$ cat src/rtl/melody_sequencer.sv
// rtl/melody_sequencer.sv - score-driven square-wave tone sequencer
//
// Walks a synchronous score ROM of {note, dur} entries and plays each one as a
// square wave on the buzzer pin for (dur+1) duration ticks.
// Optional build macro: ARTICULATION_GAP_EN silences the final tick of every
// non-rest note.
//
// Ports:
//   clk, rst_n   clock, asynchronous active-low reset
//   play         level: 1 = run/resume, 0 = pause
//   stop         pulse: abort, return to address 0
//   loop         level, sampled at end-of-score: 1 = restart at address 0
//   score_addr   ROM read address
//   score_data   ROM read data {note, dur}, one cycle after score_addr
//   buzzer       square-wave output, idle level 1
//   busy         high while not idle
//   done         one-cycle pulse at end-of-score in one-shot mode
module melody_sequencer #(
    parameter int CLK_HZ   = 100_000_000,
    parameter int TICK_DIV = 12_500_000,
    parameter int ADDR_W   = 9,
    parameter int NOTE_W   = 5,
    parameter int DUR_W    = 4
) (
    input  logic                    clk,
    input  logic                    rst_n,
    input  logic                    play,
    input  logic                    stop,
    input  logic                    loop,
    output logic [ADDR_W-1:0]       score_addr,
    input  logic [NOTE_W+DUR_W-1:0] score_data,
    output logic                    buzzer,
    output logic                    busy,
    output logic                    done
);

    localparam int HP_MAX = CLK_HZ / (2 * 262);
    localparam int HP_W   = $clog2(HP_MAX + 1);
    localparam int TICK_W = (TICK_DIV > 1) ? $clog2(TICK_DIV) : 1;
    localparam int NOTE_N = 2 ** NOTE_W;

    // Half-period in clk cycles for a note index; 0 marks a rest (or marker).
    function automatic int hp_calc(input int n);
        int f;
        f = 0;
        if (n >= 1 && n <= 21) begin
            case ((n - 1) % 7)
                0:       f = 262;
                1:       f = 294;
                2:       f = 330;
                3:       f = 349;
                4:       f = 392;
                5:       f = 440;
                default: f = 494;
            endcase
            f = f << ((n - 1) / 7);
        end
        return (f == 0) ? 0 : CLK_HZ / (2 * f);
    endfunction

    logic [HP_W-1:0] hp_tab [NOTE_N];
    for (genvar i = 0; i < NOTE_N; i++) begin : g_hp
        assign hp_tab[i] = HP_W'(hp_calc(i));
    end

    typedef enum logic [2:0] {S_IDLE, S_FETCH, S_LOAD, S_PLAY, S_END} state_t;
    state_t state, state_nxt;

    logic [ADDR_W-1:0] addr_q;
    logic [DUR_W-1:0]  tick_left;
    logic [TICK_W-1:0] tick_cnt;
    logic [HP_W-1:0]   hp_q;
    logic [HP_W-1:0]   tone_cnt;
    logic              buz_q;
    logic              done_q;

    logic [NOTE_W-1:0] ld_note;
    logic [DUR_W-1:0]  ld_dur;
    logic              is_end;
    logic              tick_wrap;
    logic              note_over;
    logic              gap_hold;

    assign ld_note   = score_data[NOTE_W+DUR_W-1:DUR_W];
    assign ld_dur    = score_data[DUR_W-1:0];
    assign is_end    = &ld_note;
    assign tick_wrap = (tick_cnt == TICK_W'(TICK_DIV - 1));
    assign note_over = tick_wrap && (tick_left == '0);

`ifdef ARTICULATION_GAP_EN
    // hp_q == 0 identifies a rest, which is silent anyway.
    assign gap_hold = (tick_left == '0) && (hp_q != '0);
`else
    assign gap_hold = 1'b0;
`endif

    always_ff @(posedge clk or negedge rst_n) begin
        if (!rst_n) begin
            state <= S_IDLE;
        end else begin
            state <= state_nxt;
        end
    end

    // play=0 freezes FETCH/LOAD/PLAY; END resolves regardless of play.
    always_comb begin
        state_nxt = state;
        if (stop) begin
            state_nxt = S_IDLE;
        end else begin
            case (state)
                S_IDLE:  if (play) state_nxt = S_FETCH;
                S_FETCH: if (play) state_nxt = S_LOAD;
                S_LOAD:  if (play) state_nxt = is_end ? S_END : S_PLAY;
                S_PLAY:  if (play && note_over) state_nxt = S_FETCH;
                S_END:   state_nxt = loop ? S_FETCH : S_IDLE;
                default: state_nxt = S_IDLE;
            endcase
        end
    end

    always_comb begin
        busy       = (state != S_IDLE);
        score_addr = addr_q;
        done       = done_q;
        buzzer     = 1'b1;
        if (state == S_PLAY && play && !gap_hold) begin
            buzzer = buz_q;
        end
    end

    always_ff @(posedge clk or negedge rst_n) begin
        if (!rst_n) begin
            addr_q    <= '0;
            tick_left <= '0;
            tick_cnt  <= '0;
            hp_q      <= '0;
            tone_cnt  <= '0;
            buz_q     <= 1'b1;
            done_q    <= 1'b0;
        end else if (stop) begin
            addr_q    <= '0;
            tick_left <= '0;
            tick_cnt  <= '0;
            hp_q      <= '0;
            tone_cnt  <= '0;
            buz_q     <= 1'b1;
            done_q    <= 1'b0;
        end else begin
            done_q <= 1'b0;
            case (state)
                S_LOAD: begin
                    if (play && !is_end) begin
                        tick_left <= ld_dur;
                        hp_q      <= hp_tab[ld_note];
                        tone_cnt  <= '0;
                        tick_cnt  <= '0;
                        buz_q     <= 1'b1;
                    end
                end
                S_PLAY: begin
                    if (play) begin
                        if (tick_wrap) begin
                            tick_cnt <= '0;
                            if (tick_left == '0) begin
                                addr_q <= addr_q + 1'b1;
                            end else begin
                                tick_left <= tick_left - 1'b1;
                            end
                        end else begin
                            tick_cnt <= tick_cnt + 1'b1;
                        end
                        if (gap_hold) begin
                            tone_cnt <= '0;
                        end else if (hp_q != '0) begin
                            if (tone_cnt == hp_q - 1'b1) begin
                                tone_cnt <= '0;
                                buz_q    <= ~buz_q;
                            end else begin
                                tone_cnt <= tone_cnt + 1'b1;
                            end
                        end
                    end
                end
                S_END: begin
                    addr_q <= '0;
                    if (!loop) begin
                        done_q <= 1'b1;
                    end
                end
                default: ;
            endcase
        end
    end

endmodule

$ cat config.mk
export PLATFORM = sky130hd
export DESIGN_NAME = melody_sequencer
export DESIGN_NICKNAME = d
export VERILOG_FILES = /design/src/rtl/melody_sequencer.sv
export SDC_FILE = /design/constraint.sdc
export NUM_CORES = 1
export LEC_CHECK = 0
export CAP_MARGIN = 20
export CORE_UTILIZATION = 63
export CTS_BUF_LIST = sky130_fd_sc_hd__clkbuf_8
export DETAILED_ROUTE_END_ITERATION = 12
export GPL_TIMING_DRIVEN = 0
export PLACE_DENSITY = 0.83
export SYNTH_ARGS = -nofsm -noshare
export SYNTH_HDL_FRONTEND = slang
export SYNTH_SLANG_ARGS = --single-unit
$ cat constraint.sdc
create_clock -name clk -period 2.9 [get_ports clk]
set_input_delay 0.435 -clock clk [delete_from_list [all_inputs] [get_ports clk]]
set_output_delay 0.435 -clock clk [all_outputs]
set_load 0.05 [all_outputs]
==> flow_metrics.py <==
metrics = {
    "die": {
        "rows": 33,
        "die_w_microns": 95.5,
        "die_h_microns": 95.5,
        "core_sq_mm": 0.00834,
        "dieArea_sq_mm": 0.00912,
        "ioPinCount": 26,
        "start_util": 0.660,
    },
    "placed_design": {
        "placed_cell_area_sq_mm": 0.00589,
        "routabilityCongestion": 0.958,
        "dp_hpwl_microns": 10000,
        "placed_cells": 793,
        "numPortBuffers": 24,
    },
    "drt": {
        "drt_iter0_drc": 394,
        "via_per_inst": 6.47,
        "drtPass1Iterations": 5,
        "drcViolationCount": 0,
        "final_antenna_net_count": 0,
        "vias": 5273,
        "wirelength_microns": 14500,
        "wl_per_cell_microns": 17.7,
    },
    "power_and_ir_drop": {
        "power.leakage_nw": 2.47,
        "swShare": 0.333,
        "seq_power_share": 0.445,
        "ir_drop_v": 0.000229,
        "p_sw_mw": 0.881,
        "intPower_mw": 1.77,
        "clockPowerShare": 0.313,
        "comb_power_share": 0.242,
        "totalPowerFinal_mw": 2.65,
        "powerDensity_mw_per_mm2": 421,
    },
    "synthesis": {
        "ys.flop_type": "dfrtp_1",
        "ys_top_cells_by_count": "nand2_1, dfrtp_1, nor2_1",
        "synthDistinctLibCells": 82,
        "yosysSeqAreaShare": 0.355,
        "synth_edf_count": 0,
        "synth_top_area_share": 0.350,
        "syn_nets": 691,
        "async_flop_share": 1.00,
        "synth_cells": 663,
        "yosys-top-cells-area": "dfrtp_1, nand2_1, nor2_1, o21ai_0, xnor2_1",
        "syn-cell-area_sq_mm": 0.00551,
        "syn_avg_cell_area_sq_um": 8.30,
        "yosysWarningCount": 0,
        "yosysTopAreaCell": "dfrtp_1",
        "yosysMostFrequentCell": "nand2_1",
        "ys_ff_latch": 78,
    },
    "clock_network": {
        "numCtsBuffers": 9,
        "cts_buffer_depth": 2,
        "clk_latency_ns": 0.36,
        "cts_tree": "yes",
        "cts_max_level": 3,
        "clock_sinks": 78,
        "cts.clk_slew.worst_paths_ns": 0.08,
        "cts_root_buf": "clkbuf_8",
        "cts_hold_buf": 0,
    },
    "timing": {
        "fin_worst_skew_ns": 0.0171,
        "worst_slew_pin_slew_ns": 0.677,
        "setup_violations": 0,
        "timing.final.crit_share": 0.985,
        "slew_headroom": 0.543,
        "timing.fmax_ghz": 0.350,
        "period_needed_ns": 2.86,
        "finalHoldViolCount": 0,
        "slew_viol_final": 0,
        "finalSetupTns_ns": 0,
    },
    "worst_setup_path": {
        "crit_buf_inv": 2,
        "timing.rr.start": "hp_q[1]",
        "max_stage_delay_ns": 0.56,
        "ff2ff_setup_slack_ns": 0.04,
        "cpLargestDelayFamily": "simple AND/OR/NAND/NOR gates",
        "cp_common_cell": "nor2_2",
        "crit_slowest_cell": "or4b_1",
        "cp-startpoint": "hp_q[1]",
        "worst_ep_required_time_ns": 3.15,
        "arrival_ns": 3.10,
        "cp_cell_sequence": "buf_4 -> nor4_2 -> nand2_1 -> or4b_1 -> o32ai_4 -> nor2_2 -> o31ai_4 -> buf_6 -> nor2_2",
        "crit_fanout": 5,
        "start_kind": "flop",
        "crit_path_end_kind": "flop",
        "path_class": "reg -> reg",
    },
    "final_layout": {
        "drive_gt1_frac": 0.121,
        "finish.net_count": 733,
        "final_util": 0.755,
        "final_area_sq_mm": 0.00630,
        "antennaDiodeCount": 0,
        "instances_no_fill": 815,
        "syn_to_final_growth_pct": 14.4,
    },
    "grt": {
        "grt_remaining_overflow": 0,
        "grt_pass1_wl_microns": 23000,
        "grt_usage": 0.324,
        "grt_max_degree": 46,
        "grt_pass1_vias": 4816,
        "antenna_found_initial": 0,
    },
    "status": {
        "outcome": "complete, no violations",
    },
    "min_path": {
        "min_path_type": "in -> async",
    },
    "run": {
        "max_cap_viol_count": 0,
    },
}
area by class of cell:
class                           count  area [sq um]
Clock inverter                      7          75.1
Tap cell                          105           131
Fill cell                         642          2040
Buffer                             36           164
Sequential cell                    78          1950
Timing Repair Buffer               33           322
Inverter                           15          60.1
Multi-Input combinational cell    532          3470
Clock buffer                        9           124
stage by stage:
step / hold WS, ns / setup WS (ns)
global placement: 0.486 / -1.27
CTS: 0.0414 / 0.0258
floorplan: 0.139 / 0.274
global route: 0.0637 / -0.0514
finish: 0.0260 / 0.0429
detailed placement: 0.418 / -0.783
power groups by stage:
stage / sequential, mW / combinational (mW) / clock (mW)
2_1_floorplan: 1.18 / 0.421 / 0
3_3_place_gp: 1.19 / 0.557 / 0
3_5_place_dp: 1.20 / 0.571 / 0
4_1_cts: 1.18 / 0.580 / 0.831
5_1_grt: 1.18 / 0.704 / 0.870
6_report: 1.18 / 0.641 / 0.828
registers in the layout, summed over array words and instances (netlist names):
register / flops
done: 1
state: 3
tick_cnt: 24
tone_cnt: 18
buz_q: 1
tick_left: 4
score_addr: 9
hp_q: 18
metal layers:
metal | vias to the layer above | track usage | part of all wire
li1 | 2479 | - | -
met1 | 2463 | 0.444 | 0.43
met2 | 270 | 0.520 | 0.46
met3 | 61 | 0.0526 | 0.068
met4 | 0 | 0.113 | 0.037
met5 | - | 0 | 0
kinds of logic after synthesis:
family / synth area share
and+or+nand+nor: 0.285
AOI/OAI and AO/OA: 0.196
DFF: 0.355
buffers and inverters: 0.0398
xor gates and xnor gates: 0.0795
adders and majority gates: 0.0318
muxes: 0.0132
final timing paths:
kind                       cells after the start      endpoint
min reg2reg                                    1  tick_cnt[12]
max in group asynchronous                      2         buz_q
min                                            1       hp_q[7]
max                                            9  tone_cnt[15]
min in group clk                               1  tick_cnt[12]
max reg2reg                                    9  tone_cnt[15]
what timing repair did:
action                     4_1_cts  5_1_grt
resized for setup                9       31
buffers inserted                 4        3
setup endpoints to repair       41       45
pin swaps                        3        5
gates cloned                     1        0
worst reg2reg max path: cells and delay by family (launching register included):
kind | cells | cell delay (ns)
and+or+nand+nor | 5 | 1.37
DFF | 1 | 0.43
AOI/OAI and AO/OA | 2 | 0.62
buffers and inverters | 2 | 0.36
placed cells by master, fill, tap and decap left out, types with 7 or more instances in the layout:
master           netlist  final
xnor2_1               26     25
buf_4                  0      8
nor2_2                12     12
nand2_1               83     82
nand4_1               13     13
clkdlybuf4s50_1        0     20
o31ai_1               19     19
and3_1                 8      8
inv_1                 14     13
ha_1                  14     12
or3_1                 10     10
nor2b_1                7      7
o21ai_0               51     49
nor2_1                71     70
a21oi_1               33     32
dfrtp_1               77     76
xor2_1                24     24
nand3_1               29     28
clkbuf_8               0      9
clkbuf_1              30     26
nor3_1                20     20
Note: power is estimated with default switching activity, not from simulation.
